[config.mk]
export PLATFORM = sky130hd
export DESIGN_NAME = img_cmd_frontend
export DESIGN_NICKNAME = d
export VERILOG_FILES = /design/src/rtl/img_cmd_frontend.sv
export SDC_FILE = /design/constraint.sdc
export NUM_CORES = 1
export LEC_CHECK = 0
export ABC_AREA = 1
export CAP_MARGIN = 30
export CORE_MARGIN = 2
export CORE_UTILIZATION = 65
export CTS_BUF_LIST = sky130_fd_sc_hd__clkbuf_4 sky130_fd_sc_hd__clkbuf_8
export DETAILED_ROUTE_END_ITERATION = 10
export HOLD_SLACK_MARGIN = 0.02
export MAX_ROUTING_LAYER = met4
export PLACE_DENSITY = 0.94
export SLEW_MARGIN = 30
export SYNTH_ARGS = -nofsm -noshare
export SYNTH_HDL_FRONTEND = slang
export SYNTH_SLANG_ARGS = --single-unit
[constraint.sdc]
create_clock -name clk -period 8.45 [get_ports clk]
set_input_delay 1.69 -clock clk [delete_from_list [all_inputs] [get_ports clk]]
set_output_delay 1.69 -clock clk [all_outputs]
set_load 0.01 [all_outputs]
[src/rtl/img_cmd_frontend.sv]
`default_nettype none
// ============================================================================
// Module : img_cmd_frontend
// Host byte-command parser; sole driver of img_conv_top control inputs.
// Optional: CMD_TIMEOUT_EN adds an idle-argument timeout of TIMEOUT_CYC cycles.
// Rev    : 1.0
// ============================================================================
module img_cmd_frontend #(
    parameter logic [7:0] ACK_BYTE = 8'hA5,
    parameter logic [7:0] ERR_BYTE = 8'hEE
`ifdef CMD_TIMEOUT_EN
    ,
    parameter int unsigned TIMEOUT_CYC = 1_000_000
`endif
) (
    input  logic       clk,
    input  logic       rstn,
    input  logic [7:0] rx_data_i,
    input  logic       rx_valid_i,
    output logic       rx_ready_o,
    output logic [7:0] tx_data_o,
    output logic       tx_valid_o,
    input  logic       tx_ready_i,
    output logic [3:0] core_op_o,
    output logic       core_en_o,
    output logic [7:0] core_din_o,
    output logic       core_din_valid_o,
    input  logic [7:0] core_dout_i,
    input  logic       core_dout_valid_i,
    output logic       core_dout_ready_o,
    input  logic       core_busy_i
);

    localparam logic [3:0] S_IDLE      = 4'd0;
    localparam logic [3:0] S_ARG       = 4'd1;
    localparam logic [3:0] S_ISSUE     = 4'd2;
    localparam logic [3:0] S_GETCAP    = 4'd3;
    localparam logic [3:0] S_SETWAIT   = 4'd4;
    localparam logic [3:0] S_STREAM_RX = 4'd5;
    localparam logic [3:0] S_STREAM_TX = 4'd6;
    localparam logic [3:0] S_BUSYWAIT  = 4'd7;
    localparam logic [3:0] S_RESP      = 4'd8;

    localparam logic [3:0] OP_NOP       = 4'd0;
    localparam logic [3:0] OP_GET_SIGMA = 4'd3;
    localparam logic [3:0] OP_SET_NROWS = 4'd4;
    localparam logic [3:0] OP_SET_NCOLS = 4'd5;
    localparam logic [3:0] OP_SET_SIGMA = 4'd6;
    localparam logic [3:0] OP_IMG_RX    = 4'd7;
    localparam logic [3:0] OP_IMG_TX    = 4'd8;
    localparam logic [3:0] OP_CONV      = 4'd9;

    logic [3:0]  state_q, state_d;
    logic [3:0]  op_q, op_d;
    logic [7:0]  nrows_q, nrows_d;
    logic [7:0]  ncols_q, ncols_d;
    logic [15:0] cnt_q, cnt_d;
    logic [7:0]  tx_data_q, tx_data_d;
    logic        tx_valid_q, tx_valid_d;
    logic [7:0]  din_q, din_d;
    logic        din_valid_q, din_valid_d;
    logic        rx_ready_q, rx_ready_d;
    logic        bw_first_q, bw_first_d;
    logic        err_q, err_d;

    logic [3:0]  w_op;
    logic        w_rx_acc;
    logic        w_dout_rdy;
    logic [15:0] w_total;
    logic [15:0] w_cnt_inc;
    logic        w_to_fire;

    assign w_op       = rx_data_i[3:0];
    assign w_rx_acc   = rx_valid_i && rx_ready_q;
    assign w_dout_rdy = (state_q == S_STREAM_TX) && (!tx_valid_q || tx_ready_i);
    assign w_total    = {8'd0, nrows_q} * {8'd0, ncols_q};
    assign w_cnt_inc  = cnt_q + 16'd1;

`ifdef CMD_TIMEOUT_EN
    localparam int unsigned TO_W = $clog2(TIMEOUT_CYC + 1);

    logic [TO_W-1:0] to_cnt_q, to_cnt_d;

    // Counts consecutive idle cycles while an argument or image byte is owed.
    always_comb begin
        to_cnt_d  = '0;
        w_to_fire = 1'b0;
        if (((state_q == S_ARG) || (state_q == S_STREAM_RX)) && !rx_valid_i) begin
            if (to_cnt_q == TO_W'(TIMEOUT_CYC - 1)) begin
                w_to_fire = 1'b1;
            end else begin
                to_cnt_d = to_cnt_q + TO_W'(1);
            end
        end
    end

    always_ff @(posedge clk or negedge rstn) begin
        if (!rstn) begin
            to_cnt_q <= '0;
        end else begin
            to_cnt_q <= to_cnt_d;
        end
    end
`else
    assign w_to_fire = 1'b0;
`endif

    always_comb begin
        state_d     = state_q;
        op_d        = op_q;
        nrows_d     = nrows_q;
        ncols_d     = ncols_q;
        cnt_d       = cnt_q;
        tx_data_d   = tx_data_q;
        tx_valid_d  = tx_valid_q;
        din_d       = din_q;
        din_valid_d = 1'b0;
        bw_first_d  = bw_first_q;
        err_d       = err_q;

        if (tx_valid_q && tx_ready_i) begin
            tx_valid_d = 1'b0;
        end

        case (state_q)
            S_IDLE: begin
                if (w_rx_acc && (w_op != OP_NOP)) begin
                    if (w_op > OP_CONV) begin
                        tx_data_d  = ERR_BYTE;
                        tx_valid_d = 1'b1;
                        state_d    = S_RESP;
                    end else begin
                        op_d    = w_op;
                        state_d = ((w_op >= OP_SET_NROWS) && (w_op <= OP_SET_SIGMA)) ? S_ARG : S_ISSUE;
                    end
                end
            end
            S_ARG: begin
                if (w_rx_acc) begin
                    din_d = rx_data_i;
                    if (op_q == OP_SET_NROWS) nrows_d = rx_data_i;
                    if (op_q == OP_SET_NCOLS) ncols_d = rx_data_i;
                    state_d = S_ISSUE;
                end else if (w_to_fire) begin
                    tx_data_d  = ERR_BYTE;
                    tx_valid_d = 1'b1;
                    state_d    = S_RESP;
                end
            end
            S_ISSUE: begin
                // Holding here while busy keeps core_en off until the top is free.
                if (!core_busy_i) begin
                    cnt_d      = '0;
                    bw_first_d = 1'b1;
                    case (op_q)
                        OP_IMG_RX: state_d = (w_total == 16'd0) ? S_BUSYWAIT : S_STREAM_RX;
                        OP_IMG_TX: state_d = (w_total == 16'd0) ? S_BUSYWAIT : S_STREAM_TX;
                        OP_CONV:   state_d = S_BUSYWAIT;
                        default:   state_d = (op_q <= OP_GET_SIGMA) ? S_GETCAP : S_SETWAIT;
                    endcase
                end
            end
            S_GETCAP: begin
                tx_data_d  = core_dout_i;
                tx_valid_d = 1'b1;
                state_d    = S_RESP;
            end
            S_SETWAIT: begin
                tx_data_d  = ACK_BYTE;
                tx_valid_d = 1'b1;
                state_d    = S_RESP;
            end
            S_STREAM_RX: begin
                if (w_rx_acc) begin
                    din_d       = rx_data_i;
                    din_valid_d = 1'b1;
                    cnt_d       = w_cnt_inc;
                    if (w_cnt_inc == w_total) begin
                        state_d    = S_BUSYWAIT;
                        bw_first_d = 1'b1;
                    end
                end else if (w_to_fire) begin
                    err_d      = 1'b1;
                    state_d    = S_BUSYWAIT;
                    bw_first_d = 1'b1;
                end
            end
            S_STREAM_TX: begin
                if (core_dout_valid_i && w_dout_rdy) begin
                    tx_data_d  = core_dout_i;
                    tx_valid_d = 1'b1;
                    cnt_d      = w_cnt_inc;
                    if (w_cnt_inc == w_total) begin
                        state_d    = S_BUSYWAIT;
                        bw_first_d = 1'b1;
                    end
                end
            end
            S_BUSYWAIT: begin
                // Busy from the top lags core_en by a cycle, so the first cycle is skipped.
                if (bw_first_q) begin
                    bw_first_d = 1'b0;
                end else if (!core_busy_i && !tx_valid_q) begin
                    if (err_q) begin
                        err_d      = 1'b0;
                        tx_data_d  = ERR_BYTE;
                        tx_valid_d = 1'b1;
                        state_d    = S_RESP;
                    end else if (op_q == OP_IMG_TX) begin
                        state_d = S_IDLE;
                    end else begin
                        tx_data_d  = ACK_BYTE;
                        tx_valid_d = 1'b1;
                        state_d    = S_RESP;
                    end
                end
            end
            S_RESP: begin
                if (tx_ready_i) state_d = S_IDLE;
            end
            default: state_d = S_IDLE;
        endcase

        rx_ready_d = (state_d == S_IDLE) || (state_d == S_ARG) || (state_d == S_STREAM_RX);
    end

    always_ff @(posedge clk or negedge rstn) begin
        if (!rstn) begin
            state_q     <= S_IDLE;
            op_q        <= 4'd0;
            nrows_q     <= 8'd8;
            ncols_q     <= 8'd8;
            cnt_q       <= 16'd0;
            tx_data_q   <= 8'd0;
            tx_valid_q  <= 1'b0;
            din_q       <= 8'd0;
            din_valid_q <= 1'b0;
            rx_ready_q  <= 1'b0;
            bw_first_q  <= 1'b0;
            err_q       <= 1'b0;
        end else begin
            state_q     <= state_d;
            op_q        <= op_d;
            nrows_q     <= nrows_d;
            ncols_q     <= ncols_d;
            cnt_q       <= cnt_d;
            tx_data_q   <= tx_data_d;
            tx_valid_q  <= tx_valid_d;
            din_q       <= din_d;
            din_valid_q <= din_valid_d;
            rx_ready_q  <= rx_ready_d;
            bw_first_q  <= bw_first_d;
            err_q       <= err_d;
        end
    end

    assign rx_ready_o        = rx_ready_q;
    assign tx_data_o         = tx_data_q;
    assign tx_valid_o        = tx_valid_q;
    assign core_op_o         = op_q;
    assign core_en_o         = (state_q == S_ISSUE) && !core_busy_i;
    assign core_din_o        = din_q;
    assign core_din_valid_o  = din_valid_q;
    assign core_dout_ready_o = w_dout_rdy;

endmodule

`default_nettype wire

==> results.py, run 1 <==
metrics = {
    "run_status": {
        "status": "complete, no violations",
    },
    "routing": {
        "dr.pass1.iters": 5,
        "wl_per_cell_um": 14.2,
        "ant_nets": 0,
        "vias": 5661,
        "drc_errors": 0,
        "via_per_inst": 5.59,
        "totalWireLength_um": 14400,
        "first_iter_violations": 510,
    },
    "logic_synthesis": {
        "ys_async_sr_fraction_pct": 100,
        "yosys.area.top_type": "dfrtp_1",
        "synth_ff_type": "dfrtp_1",
        "syn_inst": 865,
        "ys_top_cells_by_count": "nand2_1, inv_1, nor2_1",
        "netlist_area_um2": 5820,
        "synthTopCellsByArea": "dfrtp_1, nand2_1, fa_1",
        "synth_nets": 960,
        "synth_area_per_cell_um2": 6.73,
        "netlist-cell-type-count": 36,
        "yosysWarnings": 0,
        "synth_seq_area_share_pct": 25.8,
        "synth.top_cell.area_share_pct": 24.9,
        "yosys.cell_count.top_type": "nand2_1",
        "synth-seq-cells": 60,
        "synth_edf_count": 0,
    },
    "cells_and_area": {
        "fin_util_pct": 75.2,
        "diodes": 0,
        "area_growth_pct": 12.7,
        "drive_above_1_share_pct": 4.20,
        "fillers": 611,
        "fin_nets": 996,
        "final_area_um2": 6560,
        "fin_cells": 1013,
    },
    "clock_network": {
        "cts_resized": 0,
        "clock-sinks": 60,
        "path_clk_slew_ns": 0.08,
        "cts_setup_buffers": 0,
        "clk_path_buf_depth": 2,
        "clk_latency_ns": 0.35,
        "cts_buffers": 9,
        "cts_htree_levels": 3,
        "cts_tree": "done",
        "root_buffer": "clkbuf_8",
        "hold_buffers": 0,
    },
    "place": {
        "port_buffers": 46,
        "gp_congestion": 0.923,
        "place_ws_ns": 3.73,
        "dp_hpwl_um": 10700,
        "placed_cells": 998,
        "placed_cell_area_um2": 6320,
    },
    "sta": {
        "finalMaxSlewViolations": 0,
        "max_freq_ghz": 0.207,
        "finalSetupViolations": 0,
        "period_needed_ns": 4.82,
        "rsz0062_at_grt": "no",
        "hold_violations": 0,
        "tightest_slew_ns": 0.776,
        "tns_ns": 0,
        "fin_crit_sh_pct": 57.0,
        "clock_skew_ns": 0.0110,
        "fin_ws_ns": 3.63,
        "slew_headroom_pct": 47.9,
    },
    "grt": {
        "antenna_found_initial": 0,
        "grt_max_degree": 61,
        "grt_remaining_overflow": 0,
        "grt_pass1_wl_um": 25100,
        "grt_usage_pct": 32.5,
        "grt_pass1_vias": 5599,
    },
    "worst_setup_path": {
        "timing.rr.start": "nrows_q[3]$_DFFE_PN1P_",
        "cp.depth": 22,
        "worstSetupPathType": "reg -> reg",
        "r2r_cells": 22,
        "r2r_end": "rx_ready_o$_DFF_PN0_",
        "cpMaxStageDelayCell": "dfstp_2",
        "crit_buf_inv": 2,
        "cp_cell_sequence": "nand2_1, fa_1, fa_1, fa_1, inv_1, fa_1, ha_1, nand2_1, inv_1, a21oi_1, nand2_1, nand2_1, nand2_1, nand2_1, nand2_1, nor2_1, nand2_1, nor2_1, nand4_1, nand2_1, nor2_1, nor2_1",
        "crit_family": "adder cells",
        "cp-startpoint": "nrows_q[3]$_DFFE_PN1P_",
        "crit_path_start_kind": "flip-flop",
        "worst_ep_arrival_time_ns": 5.10,
        "cpMostUsedCell": "nand2_1",
        "required_ns": 8.73,
        "crit_fanout": 9,
        "r2r_setup_slack_ns": 3.63,
        "cp-end-kind": "flip-flop",
        "cpPeakStageDelay_ns": 0.64,
    },
    "worst_hold_path": {
        "hold_path_class": "reg -> reg",
        "whs_endpoint": "tx_data_o[5]$_DFFE_PN0P_",
        "hold_path_depth": 2,
        "min_from": "tx_data_o[5]$_DFFE_PN0P_",
    },
    "floorplanning": {
        "initial_utilization_pct": 66.7,
        "num_rows": 34,
        "num_io_pins": 47,
        "fp.dieW_um": 98.6,
        "die-area_um2": 9720,
        "core_area_um2": 8720,
        "die_h_um": 98.6,
    },
    "pwr": {
        "p_per_area_nw_per_um2": 235,
        "ir_drop_v": 0.000240,
        "leakage_nw": 3.64,
    },
    "job": {
        "cap_violations": 0,
    },
}
-- power breakdown --
group          total [W]  switching (W)  internal [W]
clock network   0.000323       0.000121      0.000201
registers       0.000548       0.000151      0.000396
logic           0.000673       0.000406      0.000267
-- layout make-up --
| class | count | area (um^2) | share of cell area, % |
|---|---|---|---|
| tap | 108 | 135 | 2.06 |
| clock buffer | 10 | 138 | 2.10 |
| clock inverter | 5 | 100 | 1.53 |
| multi-input combinational | 611 | 3570 | 54.5 |
| sequential | 60 | 1500 | 22.9 |
| timing repair buffer | 47 | 463 | 7.06 |
| inverter | 172 | 646 | 9.84 |
-- worst min-delay path: stages, from the launching register on --
cell and delay (ns):
dfrtp_1 0.36, nor2_2 0.05, a21oi_2 0.09
-- logic make-up after synthesis --
group                    Yosys count  share of synthesized area (%)
adder cells (fa/ha/maj)           73                           20.3
flip-flops                        60                           25.8
AND/OR/NAND/NOR                  457                           33.1
buffers and inverters            194                           12.8
XOR/XNOR                           3                          0.452
AO/OA/AOI/OAI                     78                           7.42
-- metrics by stage --
step | power (W) | hold WS [ns]
after floorplan | 0.000966 | 0.505
after global placement | 0.00118 | 0.510
after detailed placement | 0.00119 | 0.521
after CTS | 0.00153 | 0.537
after global routing | 0.00165 | 0.565
final | 0.00154 | 0.533
-- worst max-delay path by stage --
stage                                 endpoint  slack, ns
final                     rx_ready_o$_DFF_PN0_       3.63
after global routing      rx_ready_o$_DFF_PN0_       3.32
after CTS                 rx_ready_o$_DFF_PN0_       3.68
after detailed placement  rx_ready_o$_DFF_PN0_       3.73
after global placement       core_dout_ready_o       3.85
after floorplan           rx_ready_o$_DFF_PN0_       4.03
-- routing by layer --
layer,wire (um),global-route usage (%),share of wire (%),vias up
li1,-,-,-,2752
met1,6060,42.2,42,2601
met2,6970,54.1,48,275
met5,0,-,0,-
met3,1050,4.11,7.2,33
met4,347,9.59,2.4,0
-- registers in the layout, summed over array words and instances (netlist names) --
signal            count
cnt_q                16
tx_data_o             8
bw_first_q            1
rx_ready_o            1
core_din_valid_o      1
nrows_q               8
core_din_o            8
core_op_o             4
tx_valid_o            1
ncols_q               8
state_q               4
-- cell usage in the layout, fill, tap and decap left out, types with 4 or more instances in the layout --
cell type        count
a21oi_1             22
nand2_2              4
o21ai_0             29
nand4_1             15
clkbuf_8            10
clkdlybuf4s50_1     45
nand2_1            266
dfrtp_1             58
nor2_4               4
o22ai_1             13
a31oi_1              4
ha_1                37
nor3_1              10
inv_1              168
fa_1                36
nor2_1              86
nand3_1             62
No activity file was read; power rests on OpenSTA's default activity.
==> inputs of run 2 (changes only) <==
- CORE_UTILIZATION: 65 -> 55
- PLACE_DENSITY: 0.94 -> 0.85
- clock period: 8.45 -> 4.1 ns (I/O delays scaled with it)
==> run 2 against run 1 <==
  * The flow now finishes with violations (setup timing)
  * Utilization is 6.1 points lower
  * Via count grew 0.41%
  * Critical path type unchanged
  * Largest cell class unchanged
  * Clock-buffer cell count grew 1
  * Critical endpoint unchanged
  * Worst hold slack worse by 0.083 ns
  * Total power grew 110%
  * Flip-flop and latch count is the same
==> results.py, run 2 (synthesis results as in run 1) <==
metrics = {
    "clock_network": {
        "clk_latency_ns": 0.35,
        "cts_buffers": 9,
        "root_buffer": "clkbuf_8",
        "path_clk_slew_ns": 0.07,
        "clock-sinks": 60,
        "cts_tree": "done",
        "hold_buffers": 0,
        "clk_path_buf_depth": 2,
        "cts_htree_levels": 3,
    },
    "floorplanning": {
        "fp.dieW_um": 107,
        "num_io_pins": 47,
        "die-area_um2": 11400,
        "num_rows": 37,
        "die_h_um": 107,
        "core_area_um2": 10300,
        "initial_utilization_pct": 56.6,
    },
    "pwr": {
        "p_per_area_nw_per_um2": 456,
        "ir_drop_v": 0.000391,
        "leakage_nw": 3.85,
    },
    "sta": {
        "finalMaxSlewViolations": 0,
        "clock_skew_ns": 0.00744,
        "fin_ws_ns": -0.380,
        "whs_ns": 0.449,
        "hold_violations": 0,
        "finalSetupViolations": 4,
        "rsz0062_at_grt": "yes",
        "max_freq_ghz": 0.223,
        "slew_headroom_pct": 45.7,
        "tightest_slew_ns": 0.808,
        "fin_crit_sh_pct": 109,
        "period_needed_ns": 4.48,
    },
    "routing": {
        "vias": 5684,
        "totalWireLength_um": 14700,
        "via_per_inst": 5.27,
        "wl_per_cell_um": 13.7,
        "drc_errors": 0,
        "first_iter_violations": 430,
        "dr.pass1.iters": 5,
        "ant_nets": 0,
    },
    "place": {
        "port_buffers": 46,
        "dp_hpwl_um": 11200,
        "placed_cells": 1059,
        "gp_congestion": 0.977,
    },
    "cells_and_area": {
        "area_growth_pct": 22.0,
        "largest_register_ffs": 16,
        "mostFrequentLayoutCells": "nand2_1, inv_1, nor2_1",
        "fin_nets": 1032,
        "final_common_cell": "nand2_1",
        "diodes": 0,
        "fin_cells": 1078,
        "drive_above_1_share_pct": 15.6,
        "regMostFlops": "cnt_q",
    },
    "grt": {
        "grt_max_degree": 37,
        "grt_pass1_vias": 5428,
        "grt_usage_pct": 27.3,
        "antenna_found_initial": 0,
        "grt_pass1_wl_um": 24400,
        "grt_remaining_overflow": 0,
    },
    "run_status": {
        "violations": "setup timing",
        "status": "finished, violations left",
    },
    "worst_setup_path": {
        "cp-end-kind": "flip-flop",
        "worstSetupPathType": "reg -> reg",
        "required_ns": 4.34,
        "crit_path_start_kind": "flip-flop",
        "crit_fanout": 7,
        "worst_ep_arrival_time_ns": 4.72,
    },
    "worst_hold_path": {
        "hold_path_class": "in -> async",
    },
    "job": {
        "cap_violations": 0,
    },
}
[run 2: cell types whose count changed in the layout (fill, tap and decap cells not counted), moves of 9 or more]
cell	delta
buf_4	+36
dfrtp_1	-9
dfrtp_2	+9
nand2_1	-27
nand2_2	+24
nor2_1	-11
[run 2: power by group]
part	switching, W	internal, W
sequential	0.000266	0.000824
combinational	0.000919	0.000679
clock	0.000249	0.000301
total	0.00143	0.00180
[run 2: timing repair]
| item | in CTS | in global routing |
|---|---|---|
| endpoints found under the setup margin | 4 | 4 |
| pin swaps | 3 | 11 |
| buffers inserted | 0 | 3 |
| gates cloned | 0 | 0 |
| gates resized for setup | 23 | 50 |
[run 2: per-stage QoR]
step	TNS, ns	util, %	instance area (um^2)	worst slack (ns)	total power, W
final	-1.16	69.1	7100	-0.380	0.00324
after detailed placement	-1.07	64.7	6650	-0.358	0.00257
after global placement	-0.851	64.7	6650	-0.274	0.00253
after CTS	-0.663	67.3	6920	-0.265	0.00316
after floorplan	0	-	5890	0.0168	0.00201
after global routing	-1.91	69.1	7100	-0.570	0.00348
[run 2: per-layer routing]
metal | share of wire [%] | global-route usage (%)
met4 | 2.2 | 6.96
met3 | 5.9 | 3.83
met5 | 0 | -
met1 | 44 | 36.0
met2 | 48 | 44.8
[run 2: worst paths after layout]
check | start | end | slack (ns) | cells after the start
max | ncols_q[3]$_DFFE_PN1P_ | rx_ready_o$_DFF_PN0_ | -0.38 | 22
max reg2reg | ncols_q[3]$_DFFE_PN1P_ | rx_ready_o$_DFF_PN0_ | -0.38 | 22
min | rstn | cnt_q[6]$_DFFE_PN0P_ | 0.45 | 1
min in group clk | tx_data_o[5]$_DFFE_PN0P_ | tx_data_o[5]$_DFFE_PN0P_ | 0.53 | 2
max in group asynchronous | rstn | nrows_q[3]$_DFFE_PN1P_ | 2.75 | 2
min reg2reg | tx_data_o[5]$_DFFE_PN0P_ | tx_data_o[5]$_DFFE_PN0P_ | 0.53 | 2
[run 2: cell type report]
cell class / count / area, um^2
Fill cell: 813 / 3180
Sequential cell: 60 / 1520
Multi-Input combinational cell: 611 / 3840
Tap cell: 136 / 170
Clock inverter: 5 / 52.6
Clock buffer: 11 / 145
Inverter: 172 / 646
Timing Repair Buffer: 83 / 733
[run 2: worst max-delay path, cell delays in order, from the launching register on]
cell and delay [ns]:
dfstp_2 0.65, nand2_2 0.09, fa_1 0.48, fa_1 0.53
fa_1 0.45, fa_1 0.56, inv_2 0.05, ha_4 0.29
nand2_2 0.08, nor2_2 0.11, nand3_2 0.10, nand2_2 0.10
nand2_2 0.08, nand2_2 0.08, nand2_2 0.07, nand2_1 0.10
nor2_1 0.05, nand2_1 0.07, nand2_1 0.06, a21oi_2 0.11
nand2_1 0.09, nor2_1 0.11, nor2_1 0.06
